`src/rtl/fir_pkg.sv`:
```
// rtl/fir_pkg.sv - shared sizing and sample word type for the PRNG-to-FIR path
// Purpose: default widths used by the capture front end and the FIR input stage.
package fir_pkg;

    localparam int DATA_W_DEF = 16;
    localparam int DROP_W_DEF = 8;

    typedef logic [DATA_W_DEF-1:0] sample_t;

endpackage

```
`src/rtl/prng_sample_capture_sync_fifo.sv`:
```
// rtl/prng_sample_capture_sync_fifo.sv - first-word-fall-through synchronous FIFO
// Purpose: small sample buffer between the capture strobe and the FIR handshake.
// Ports:
//   clk, rst        clock, synchronous active-low reset
//   push, pop       write tail / advance head (ignored when flush is high)
//   flush           synchronous clear of pointers and level
//   wr_data         word written at tail on push
//   rd_data         head word, 0 while empty
//   level           stored entries, 0..DEPTH
//   full, empty     derived from level
module sync_fifo
    import fir_pkg::*;
#(
    parameter int DATA_W = DATA_W_DEF,
    parameter int DEPTH  = 4
) (
    input  logic                     clk,
    input  logic                     rst,
    input  logic                     push,
    input  logic                     pop,
    input  logic                     flush,
    input  logic [DATA_W-1:0]        wr_data,
    output logic [DATA_W-1:0]        rd_data,
    output logic [$clog2(DEPTH):0]   level,
    output logic                     full,
    output logic                     empty
);

    localparam int PTR_W = $clog2(DEPTH);
    localparam int LVL_W = PTR_W + 1;

    logic [DATA_W-1:0] mem_q [DEPTH];
    logic [DATA_W-1:0] mem_d [DEPTH];
    logic [PTR_W-1:0]  wr_ptr_q, wr_ptr_d;
    logic [PTR_W-1:0]  rd_ptr_q, rd_ptr_d;
    logic [LVL_W-1:0]  level_q, level_d;
    logic              push_ok;
    logic              pop_ok;

    assign full    = (level_q == LVL_W'(DEPTH));
    assign empty   = (level_q == '0);
    assign level   = level_q;
    // Head is gated so nothing stale ever leaves an empty FIFO.
    assign rd_data = empty ? '0 : mem_q[rd_ptr_q];

    always_comb begin
        mem_d    = mem_q;
        wr_ptr_d = wr_ptr_q;
        rd_ptr_d = rd_ptr_q;
        level_d  = level_q;
        // A push into a full FIFO is only legal when the head leaves in the same
        // cycle; the tail slot then coincides with the slot being freed.
        pop_ok   = pop & ~empty;
        push_ok  = push & (~full | pop_ok);

        if (flush) begin
            wr_ptr_d = '0;
            rd_ptr_d = '0;
            level_d  = '0;
        end else begin
            if (push_ok) begin
                mem_d[wr_ptr_q] = wr_data;
                wr_ptr_d        = wr_ptr_q + PTR_W'(1);
            end
            if (pop_ok) begin
                rd_ptr_d = rd_ptr_q + PTR_W'(1);
            end
            case ({push_ok, pop_ok})
                2'b10:   level_d = level_q + LVL_W'(1);
                2'b01:   level_d = level_q - LVL_W'(1);
                default: level_d = level_q;
            endcase
        end
    end

    always_ff @(posedge clk) begin
        if (!rst) begin
            mem_q    <= '{default: '0};
            wr_ptr_q <= '0;
            rd_ptr_q <= '0;
            level_q  <= '0;
        end else begin
            mem_q    <= mem_d;
            wr_ptr_q <= wr_ptr_d;
            rd_ptr_q <= rd_ptr_d;
            level_q  <= level_d;
        end
    end

endmodule

```
`src/rtl/prng_sample_capture.sv`:
```
// rtl/prng_sample_capture.sv - captures PRNG samples on divider strobe rises into a FIFO
// Purpose: edge-detect the divider carry-out, buffer one sample per rise, present
// them to the FIR stage over valid/ready, and report occupancy and overruns.
// Ports:
//   clk, rst        clock, synchronous active-low reset
//   tick            divider carry-out level; a rise captures sample_in
//   sample_in       PRNG word
//   flush           synchronous clear of FIFO, overflow and drop_count
//   out_valid/out_ready/out_data   head sample handshake (data 0 when not valid)
//   level           stored entries
//   overflow        sticky dropped-capture flag
//   drop_count      saturating dropped-capture count
module prng_sample_capture
    import fir_pkg::*;
#(
    parameter int DATA_W = DATA_W_DEF,
    parameter int DEPTH  = 4,
    parameter int DROP_W = DROP_W_DEF
) (
    input  logic                     clk,
    input  logic                     rst,
    input  logic                     tick,
    input  logic [DATA_W-1:0]        sample_in,
    input  logic                     flush,
    output logic                     out_valid,
    input  logic                     out_ready,
    output logic [DATA_W-1:0]        out_data,
    output logic [$clog2(DEPTH):0]   level,
    output logic                     overflow,
    output logic [DROP_W-1:0]        drop_count
);

    logic              tick_d_q, tick_d_d;
    logic              overflow_q, overflow_d;
    logic [DROP_W-1:0] drop_count_q, drop_count_d;

    logic              cap;
    logic              pop;
    logic              push;
    logic              drop;
    logic              fifo_full;
    logic              fifo_empty;

    always_comb begin
        // tick_d resets to 0, so a tick already high when reset lifts is a rise.
        cap          = tick & ~tick_d_q;
        pop          = out_valid & out_ready;
        push         = cap & (~fifo_full | pop);
        drop         = cap & fifo_full & ~pop;
        tick_d_d     = tick;
        overflow_d   = overflow_q;
        drop_count_d = drop_count_q;
        if (flush) begin
            overflow_d   = 1'b0;
            drop_count_d = '0;
        end else if (drop) begin
            overflow_d = 1'b1;
            if (drop_count_q != '1) begin
                drop_count_d = drop_count_q + DROP_W'(1);
            end
        end
    end

    always_ff @(posedge clk) begin
        if (!rst) begin
            tick_d_q     <= 1'b0;
            overflow_q   <= 1'b0;
            drop_count_q <= '0;
        end else begin
            tick_d_q     <= tick_d_d;
            overflow_q   <= overflow_d;
            drop_count_q <= drop_count_d;
        end
    end

    sync_fifo #(
        .DATA_W (DATA_W),
        .DEPTH  (DEPTH)
    ) u_fifo (
        .clk     (clk),
        .rst     (rst),
        .push    (push),
        .pop     (pop),
        .flush   (flush),
        .wr_data (sample_in),
        .rd_data (out_data),
        .level   (level),
        .full    (fifo_full),
        .empty   (fifo_empty)
    );

    assign out_valid  = ~fifo_empty;
    assign overflow   = overflow_q;
    assign drop_count = drop_count_q;

endmodule

```
`config.mk`:
```
export PLATFORM = sky130hd
export DESIGN_NAME = prng_sample_capture
export DESIGN_NICKNAME = d
export VERILOG_FILES = /design/src/rtl/fir_pkg.sv /design/src/rtl/prng_sample_capture_sync_fifo.sv /design/src/rtl/prng_sample_capture.sv
export SDC_FILE = /design/constraint.sdc
export NUM_CORES = 1
export LEC_CHECK = 0
export CAP_MARGIN = 25
export CORE_ASPECT_RATIO = 1.1
export CORE_MARGIN = 2
export CORE_UTILIZATION = 50
export DETAILED_ROUTE_END_ITERATION = 10
export PLACE_DENSITY = 0.81
export SETUP_SLACK_MARGIN = 0.1
export SLEW_MARGIN = 20
export SYNTH_ARGS = -nofsm -noshare
export SYNTH_HDL_FRONTEND = slang
export SYNTH_SLANG_ARGS = --single-unit
```
`constraint.sdc`:
```
create_clock -name clk -period 2.86 [get_ports clk]
set_input_delay 0.572 -clock clk [delete_from_list [all_inputs] [get_ports clk]]
set_output_delay 0.572 -clock clk [all_outputs]
set_load 0.05 [all_outputs]
```
== Word-level counts from Yosys, hierarchy flattened ==
Cells that the tools add are included.

* Word-level logic and storage cells: 53
* Register bits: 81
* RAM bits: 0
* ROM bits: 0
* Latch bits: 0
* Memories kept: 0

* Shifts and indexed selects: 0
* Add/subtract/negate cells: 5
* Equal/unequal tests: 4
* Reduce and logical (&&, ||, !) cells: 6
* Bitwise operators: 17
* Multiplexer cells: 8
* Magnitude comparators: 3
* $mul: 0
* Div/mod/pow operators: 0

{| class="wikitable"
|+ Operators with widths
! kind !! number
|-
| 64-bit bitwise mux || 1
|-
| 16-bit 2-to-1 mux || 4
|-
| 16-bit binary-select mux with 2-bit select || 1
|-
| 16-bit demux with 2-bit select || 1
|-
| 8-bit by 1-bit adder with 8-bit output (second input constant) || 1
|-
| 8-bit != test (second input constant) || 1
|-
| 1-bit AND || 7
|-
| 3-bit greater-or-equal comparator (second input constant) || 2
|-
| 1-bit inverter || 6
|-
| 2-bit inverter with 3-bit output || 2
|-
| 3-bit case mux with 2 select lines || 1
|-
| 2-bit by 1-bit adder with 2-bit output (second input constant) || 2
|-
| 2-bit AND reduction || 2
|-
| 3-bit by 1-bit adder with 3-bit output (second input constant) || 1
|-
| 3-bit equality test (second input constant) || 1
|-
| 3-bit zero test || 1
|-
| 3-bit by 1-bit < comparator with 1-bit output (second input constant) || 1
|-
| 3-bit by 1-bit subtractor with 3-bit output (second input constant) || 1
|-
| 2-bit by 1-bit equality test with 1-bit output (second input constant) || 1
|-
| 2-bit equality test (second input constant) || 1
|-
| 1-bit OR || 2
|-
| 2-bit nonzero test || 1
|-
| 2-bit OR reduction || 1
|-
| 1-bit logical AND || 1
|}

== Logic depth before layout (Yosys ltp) ==
Gate-level depths: netlist of run 1.

* Depth after elaboration: 8
* Gate-level depth with buffers: 11
* Mapped depth without buffers: 8

== By module ==
From an unflattened synthesis of run 1, not the netlist that was laid out.

* Cell total of the unflattened synthesis: 372
* Area, all modules: 3,883.7 um^2

{| class="wikitable"
|+ Modules (own cells, without submodules)
! module !! area an instance (um^2) !! cells an instance !! sequential area each (um^2) !! times used
|-
| sync_fifo || 3,357.0 || 316 || 1,421.4 || 1
|-
| prng_sample_capture || 526.8 || 56 || 200.2 || 1
|}

== Worst setup path after synthesis of run 1 ==
OpenSTA, ideal clock, no wires.

* Kind: register to register
* Start point: reg u_fifo.level_q[2] (netlist: u_fifo.level[2])
* End point: reg u_fifo.level_q[2] (netlist: u_fifo.level[2])
* Cell stages (with the launch flop): 12
* Data arrival time: 2,813 ps
* Buffers on the path: 3
* Period minus slack after synthesis: 2,883 ps
* Path slack: -23 ps
* Library setup time: 71 ps
* Required time: 2,789 ps
* Cells stage by stage: dfxtp_1 > or4b_1 > buf_2 > buf_6 > buf_2 > nand2_1 > ha_1 > inv_1 > fa_1 > xor2_1 > or3_1 > a21oi_1

* Cells in the longest elaborated chain, start to end: 8
* Elaborated cells between the ends (all ways): 16
* Classes of those cells: add/sub (2); eq/ne (3); mux (1); bitwise (8); reduce/logical (2)

{| class="wikitable"
|+ RTL lines
! element !! line !! text
|-
| start: declaration || prng_sample_capture_sync_fifo.sv:36 || <nowiki>logic [LVL_W-1:0] level_q, level_d;</nowiki>
|-
| start signal: assignment || prng_sample_capture_sync_fifo.sv:86 || <nowiki>level_q <= level_d;</nowiki>
|-
| 3-bit zero test || prng_sample_capture_sync_fifo.sv:41 || <nowiki>assign empty = (level_q == '0);</nowiki>
|-
| 1-bit inverter || prng_sample_capture_sync_fifo.sv:53, prng_sample_capture.sv:92 ||
|-
| 1-bit AND || prng_sample_capture.sv:47 || <nowiki>pop = out_valid & out_ready;</nowiki>
|-
| 1-bit OR / 1-bit AND (equally long branches) || prng_sample_capture.sv:48, prng_sample_capture_sync_fifo.sv:53 ||
|-
| 1-bit AND / 1-bit OR (equally long branches) || prng_sample_capture.sv:48, prng_sample_capture_sync_fifo.sv:54 ||
|-
| 1-bit AND || prng_sample_capture_sync_fifo.sv:54 || <nowiki>push_ok = push & (~full | pop_ok);</nowiki>
|-
| 2-bit by 1-bit equality test with 1-bit output / 2-bit equality test (equally long branches) || prng_sample_capture_sync_fifo.sv:68 || <nowiki>case ({push_ok, pop_ok})</nowiki>
|-
| 3-bit case mux with 2 select lines / 2-bit nonzero test (equally long branches) || -- ||
|}

Several ways; a longest one is shown, not always the timed one.
A chain may end at the register's enable or synchronous reset.

== Final worst setup path of run 1 ==
* Start point: in out_ready
* End point: reg u_fifo.level_q[2] (netlist: u_fifo.level[2])

* Cells in the longest elaborated chain, start to end: 6
* Elaborated cells between the ends (all ways): 10
* Classes of those cells: eq/ne (2); mux (1); bitwise (6); reduce/logical (1)

{| class="wikitable"
|+ RTL lines
! element !! line !! text
|-
| start: declaration || prng_sample_capture.sv:26 || <nowiki>input logic out_ready,</nowiki>
|-
| 1-bit AND (*) || prng_sample_capture.sv:47 ||
|-
| 1-bit OR / 1-bit AND (equally long branches) || prng_sample_capture.sv:48, prng_sample_capture_sync_fifo.sv:53 ||
|-
| 1-bit AND / 1-bit OR (equally long branches) || prng_sample_capture.sv:48, prng_sample_capture_sync_fifo.sv:54 ||
|-
| 1-bit AND || prng_sample_capture_sync_fifo.sv:54 ||
|-
| 2-bit by 1-bit equality test with 1-bit output / 2-bit equality test (equally long branches) || prng_sample_capture_sync_fifo.sv:68 ||
|-
| 3-bit case mux with 2 select lines / 2-bit nonzero test (equally long branches) || -- ||
|}

Every way passes the cells marked *; elsewhere a longest branch is shown, timed or not.

==> metrics.csv, run 1 <==
metric;value;unit
outcome;complete, no violations;
die width;90.0;um
drt wl/cell;17.2;um
Worst-path clk slew;0.08;ns
Inst Count DP;574;
synth warn;0;
register area share after synthesis;0.399;
HPWL after detailed placement;6140;um
filler cell count;673;
antenna violations before repair;0;
Yosys cell types;41;
WL final;10100;um
min Tclk post-route;2.64;ns
Root Driver;clkbuf_8;
IO Pins;50;
Initial Util;0.514;
routability cong.;0.894;
Worst path max stage delay;0.63;ns
Layout Skew;0.0162;ns
most frequent cells in the layout;dfxtp_1, nand3_1, o21ai_0;
# Max-Cap Violations;0;
clk buf depth;2;
htree depth;3;
DR iter-0 viols;338;
RSZ-0062 raised after global routing;false;
layout cells sized above 1;0.166;
actual slew at the worst max-slew pin;0.716;ns
# setup viols final;0;
row count;34;
Worst Path Arrival;2.91;ns
CP required;3.13;ns
number of flops mapped to enable cells by yosys;0;
Worst Path Max Fanout;2;
# nets final;505;
crit share post-route;0.922;
CP bufs+invs;2;
Hold EP;u_fifo.mem_q[7];
multi-input combinational cell area;2270;um^2
slowest stage cell, crit path;or4b_2;
Overall Power;2.30;mW
CP endpoint kind;flop;
Stages on worst setup path;9;
flops & latches, synth;81;
critical path startpoint category;primary input;
Hold WC Path Type;flop to flop;
Final Max Slew Viols;0;
Hold Slack;0.478;ns
CP delay by family, top;simple AND/OR/NAND/NOR gates;
# resized after CTS;0;
number of setup buffers added after CTS;0;
Net Count, Synth;468;
first-pass GRT wire length;16700;um
CTS buffer count;9;
GRT Total Usage;0.230;
worst reg2reg startpoint;u_fifo.level[0];
largest net degree at the start of global routing;76;
Async SR Flop Fraction;0;
crit path kind;primary input to flop;
Initial DRT Pass Iterations;5;
Fmax achieved;0.379;GHz
# DRC;0;
number of global-route vias before repair;3570;
Area Overhead vs Synth;20.6;%
Avg Cell Area, Syn;9.24;um^2
setup slack, reg-to-reg;0.41;ns
I/O Buffers;49;
Syn Inst Count;440;
ANT nets after route;0;
clk sinks;81;
leading cell type in the layout, fill and taps excluded;dfxtp_1;
CTS tree;done;
antenna diode count;0;
VDD IR max;243;uV
reg2reg end;u_fifo.level[2];
core outline area;7910;um^2
hold depth;2;
Finished Layout Cells;590;
Seq. cell area;1630;um^2
worst relative slew slack;0.523;
reg2reg path depth;8;
final hold viol count;0;
Hold Buf Count CTS;0;
Main synth FF type;dfxtp_1;
Die Ht;98.6;um
Die Area;8870;um^2
cells along the critical path;clkdlybuf4s50_1 > or4b_2 > nand2_1 > ha_2 > inv_1 > fa_1 > xor2_1 > or3_1 > a21oi_1;
Hold Path Origin;u_fifo.mem_q[7];
grt ovf;0;
total number of vias;3598;
P per Cell Area;470;nW/um^2
DR vias/cell;6.10;
Lkg Pwr;1.61;nW
clk_lat worst skew;0.36;ns
Mapped Area;4060;um^2
## sequential cells by signal, summed over array words and instances, names as in the netlist
name	flops
drop_count	8
overflow	1
tick_d_q	1
u_fifo.level	3
u_fifo.mem_q	64
u_fifo.rd_ptr_q	2
u_fifo.wr_ptr_q	2
## synth_stat cells, types with 2 or more instances
cell       instances  area [um^2]
a211oi_1           5         37.5
a21boi_1          64          480
a21oi_1            6         30.0
a31oi_1            5         31.3
and2_1             3         18.8
and3_1             3         18.8
and4_1             2         17.5
buf_1              5         18.8
buf_2              9         45.0
clkbuf_1          28          105
dfxtp_1           81         1620
ha_1               6         75.1
inv_1              8         30.0
mux2i_1            2         20.0
mux4_2            16          360
nand2_1            5         18.8
nand2b_1           3         18.8
nand3_1           67          335
nand4b_1           2         17.5
nand4bb_1          4         45.0
nor2_1             6         22.5
nor2b_1           18          113
nor3_1             2         10.0
nor4bb_1           4         40.0
o21ai_0           67          335
xor2_1             4         35.0
## cell families (layout without fill, tap and decap cells)
kind of cell | Yosys count | in the layout | share of synthesized area
compound gates | 153 | 153 | 0.242
simple gates | 126 | 126 | 0.182
flops | 81 | 81 | 0.399
buf+inv | 51 | 93 | 0.0517
mux | 18 | 18 | 0.0936
fa+ha+maj | 7 | 7 | 0.0234
xor+xnor | 4 | 4 | 0.00862
## metrics by stage
stage | utilization | setup WS (ns) | area, um^2 | TNS [ns]
floorplan | - | 0.106 | 4080 | 0
CTS | 0.620 | 0.238 | 4900 | 0
global placement | 0.591 | -0.0793 | 4680 | -0.0793
detailed placement | 0.591 | -0.117 | 4680 | -0.117
global route | 0.620 | 0.119 | 4900 | 0
finish | 0.620 | 0.224 | 4900 | 0
## final cells by class
cell class,instances,area share
Clock buffer,9,0.0253
Timing Repair Buffer,69,0.125
Tap cell,108,0.0276
Inverter,8,0.00613
Sequential cell,81,0.332
Multi-Input combinational cell,308,0.464
Clock inverter,7,0.0207
## worst max path at each step
stage          startpoint              end  slack [ns]
2_1_floorplan   out_ready  u_fifo.level[2]        0.11
5_1_grt         out_ready  u_fifo.level[2]        0.12
3_5_place_dp    out_ready  u_fifo.level[2]       -0.12
6_report        out_ready  u_fifo.level[2]        0.22
4_1_cts         out_ready  u_fifo.level[2]        0.24
3_3_place_gp    out_ready  u_fifo.level[2]       -0.08
## tightest hold or removal path, delay by kind of cell, from the launching register on
family / cells / cell delay [ns]
compound gates: 2 / 0.12
flops: 1 / 0.31
## report_power, final
part | total (mW) | leakage [nW] | switching (mW) | internal [mW]
clock | 0.942 | 0.106 | 0.443 | 0.499
sequential | 1.15 | 0.656 | 0.0113 | 1.14
combinational | 0.209 | 0.853 | 0.111 | 0.0970
## per-layer routing
metal  wire, um  global-route usage  vias up  share of wire
met2       5260               0.417      126           0.52
met3        503              0.0367       23          0.050
met5          0                   0        -              0
li1           -                   -     1687              -
met4        192               0.110        0          0.019
met1       4190               0.268     1762           0.41
(Power assumes the default switching activity.)
==> run 2: changes to the inputs <==
Settings changed: CAP_MARGIN 25 to 10, CORE_UTILIZATION 50 to 24, PLACE_DENSITY 0.81 to 0.47.
==> run 2 against run 1 <==
Compared with the run above: sequential share of layout area down 1.7 points; setup slack better by 0.12 ns; routed wire length up 15%; first-iteration DRC count up 12%; clock-buffer cell count up 3; via count down 3.5%; utilization down 31 points; global-route usage down 9.4 points; fmax up 4.9%; combinational power about the same; non-clock buffer count up 1; cell count up 17%; critical endpoint is now out_data[0].
==> metrics.csv, run 2 (same netlist as run 1, synthesis figures left out) <==
metric;value;unit;change
Int Pwr;2.05;mW;+18%
max FFs per register;64;;unchanged
Final Max Slew Viols;0;;unchanged
gr busiest metal;met2;;
largest register by flop count;u_fifo.mem_q;;
DR iter-0 viols;377;;+12%
Root Driver;clkbuf_16;;
CP required;2.29;ns;-0.84 ns
sw power;0.606;mW;+7.3%
combinational power share;0.079;;-0.011
number of setup buffers added after CTS;0;;unchanged
first-pass GRT wire length;18900;um;+13%
CTS buffer count;9;;unchanged
number of global-route vias before repair;3526;;-1.2%
most frequent cells in the layout;dfxtp_1, nand3_1, o21ai_0;;
Post-Layout Inst Area;5160;um^2;+5.3%
worst relative slew slack;0.503;;-0.0199
Hold Slack;0.470;ns;-0.00720 ns
die width;128;um;+42%
met1 Use GR;0.177;;-0.0914
VDD IR max;212;uV;-13%
IO Pins;50;;unchanged
RSZ-0062 raised after global routing;false;;
# nets final;506;;+0.20%
# setup viols final;0;;unchanged
critical path startpoint category;flop;;
row count;49;;+44%
sequential share of power;0.434;;-0.067
CTS tree;done;;
grt ovf;0;;unchanged
CP endpoint kind;primary output;;
Hold WC Path Type;flop to flop;;
Lkg Pwr;1.67;nW;+3.7%
ANT nets after route;0;;unchanged
largest net degree at the start of global routing;76;;unchanged
P per Cell Area;516;nW/um^2;+9.7%
leading cell type in the layout, fill and taps excluded;dfxtp_1;;
HPWL after detailed placement;7030;um;+14%
htree depth;3;;unchanged
Initial DRT Pass Iterations;4;;-1
total number of vias;3472;;-3.5%
final hold viol count;0;;unchanged
Worst Path Arrival;1.94;ns;-0.97 ns
# Max-Cap Violations;0;;unchanged
met2 GRT Util;0.218;;-0.199
Area after DPL;4820;um^2;+3.0%
outcome;complete, no violations;;
routability cong.;0.761;;-15%
crit path kind;flop to primary output;;
I/O Buffers;49;;unchanged
met3 GRT Util;0.0306;;-0.00614
worst setup margin;0.346;ns;+0.122 ns
GRT Total Usage;0.137;;-0.0939
actual slew at the worst max-slew pin;0.746;ns;+0.0299 ns
Fmax achieved;0.398;GHz;+4.9%
clk sinks;81;;unchanged
Layout Skew;0.00533;ns;-0.0108 ns
core outline area;16500;um^2;+110%
worst slack at placement;-0.132;ns;-0.0147 ns
Worst-path clk slew;0.06;ns;-0.02 ns
Hold Buf Count CTS;0;;unchanged
Clock Power Share;0.486;;+0.077
layout cells sized above 1;0.170;;+0.00380
crit share post-route;0.879;;-0.0427
Switching Share;0.228;;-0.0175
DR vias/cell;5.05;;-17%
drt wl/cell;17.0;um;-1.2%
clk buf depth;2;;unchanged
WL final;11700;um;+15%
# DRC;0;;unchanged
antenna violations before repair;2;;+2
Area Overhead vs Synth;27.0;%;
Die Area;18000;um^2;+100%
Initial Util;0.246;;-0.267
Worst Path Max Fanout;16;;+14
clk_lat worst skew;0.34;ns;-0.02 ns
min Tclk post-route;2.51;ns;-0.122 ns
Die Ht;140;um;+43%
## run 2: changes by cell type in the layout (fill, tap and decap cells not counted)
cell,change
nand2_2,+1
clkbuf_1,+1
inv_6,-2
clkinv_4,-1
nand2_1,-1
or4b_4,+1
buf_12,+1
clkbuf_8,-7
clkbuf_16,+9
a21oi_2,+1
diode_2,+1
a21oi_1,-1
or4b_2,-1
## run 2: worst paths after layout
path / startpoint / endpoint / slack (ns) / cells after the start
min reg2reg: u_fifo.mem_q[37] / u_fifo.mem_q[37] / 0.47 / 2
max reg2reg: u_fifo.level[0] / u_fifo.level[2] / 0.56 / 8
min: u_fifo.mem_q[37] / u_fifo.mem_q[37] / 0.47 / 2
max: u_fifo.rd_ptr_q[1] / out_data[0] / 0.35 / 4
## run 2: stage by stage
| step | std cells | power, mW | setup TNS (ns) | utilization |
|---|---|---|---|---|
| after global routing | 687 | 2.75 | 0 | 0.313 |
| final | 688 | 2.66 | 0 | 0.313 |
| after global placement | 671 | 1.39 | -0.0848 | 0.292 |
| after floorplan | 440 | 1.30 | 0 | - |
| after detailed placement | 671 | 1.39 | -0.132 | 0.292 |
| after CTS | 687 | 2.69 | 0 | 0.312 |
## run 2: layer usage
layer  wire length (um)  up-vias
met5                 13        -
met2               5540       77
met1               5370     1682
li1                   -     1692
met4                251        2
met3                514       19
## run 2: final cells by class
type,instances,area [um^2]
flip-flops and latches,81,1630
well taps,204,255
fillers,1719,11300
multi-input cells,308,2280
repair buffers,70,633
clock buffers,12,256
clock inverters,4,75.1
diodes,1,2.50
inverters,8,30.0
## run 2: timing repair
item | in CTS | in global routing
gates resized for setup | 0 | 3
setup endpoints to repair | 0 | 1
endpoints found under the hold margin | 0 | 0
## run 2: power by group through the flow
| stage | Clock (mW) | Combinational, mW | Sequential [mW] |
|---|---|---|---|
| detailed placement | 0 | 0.214 | 1.18 |
| global placement | 0 | 0.212 | 1.18 |
| floorplan | 0 | 0.115 | 1.18 |
| CTS | 1.32 | 0.214 | 1.16 |
| finish | 1.29 | 0.211 | 1.16 |
| global route | 1.37 | 0.231 | 1.16 |
## run 2: worst max-delay path, cell delays in order (launching register included)
cell     delay, ns
dfxtp_1       0.34
buf_4         0.34
mux4_2        0.57
nor2b_1       0.15
buf_4         0.19
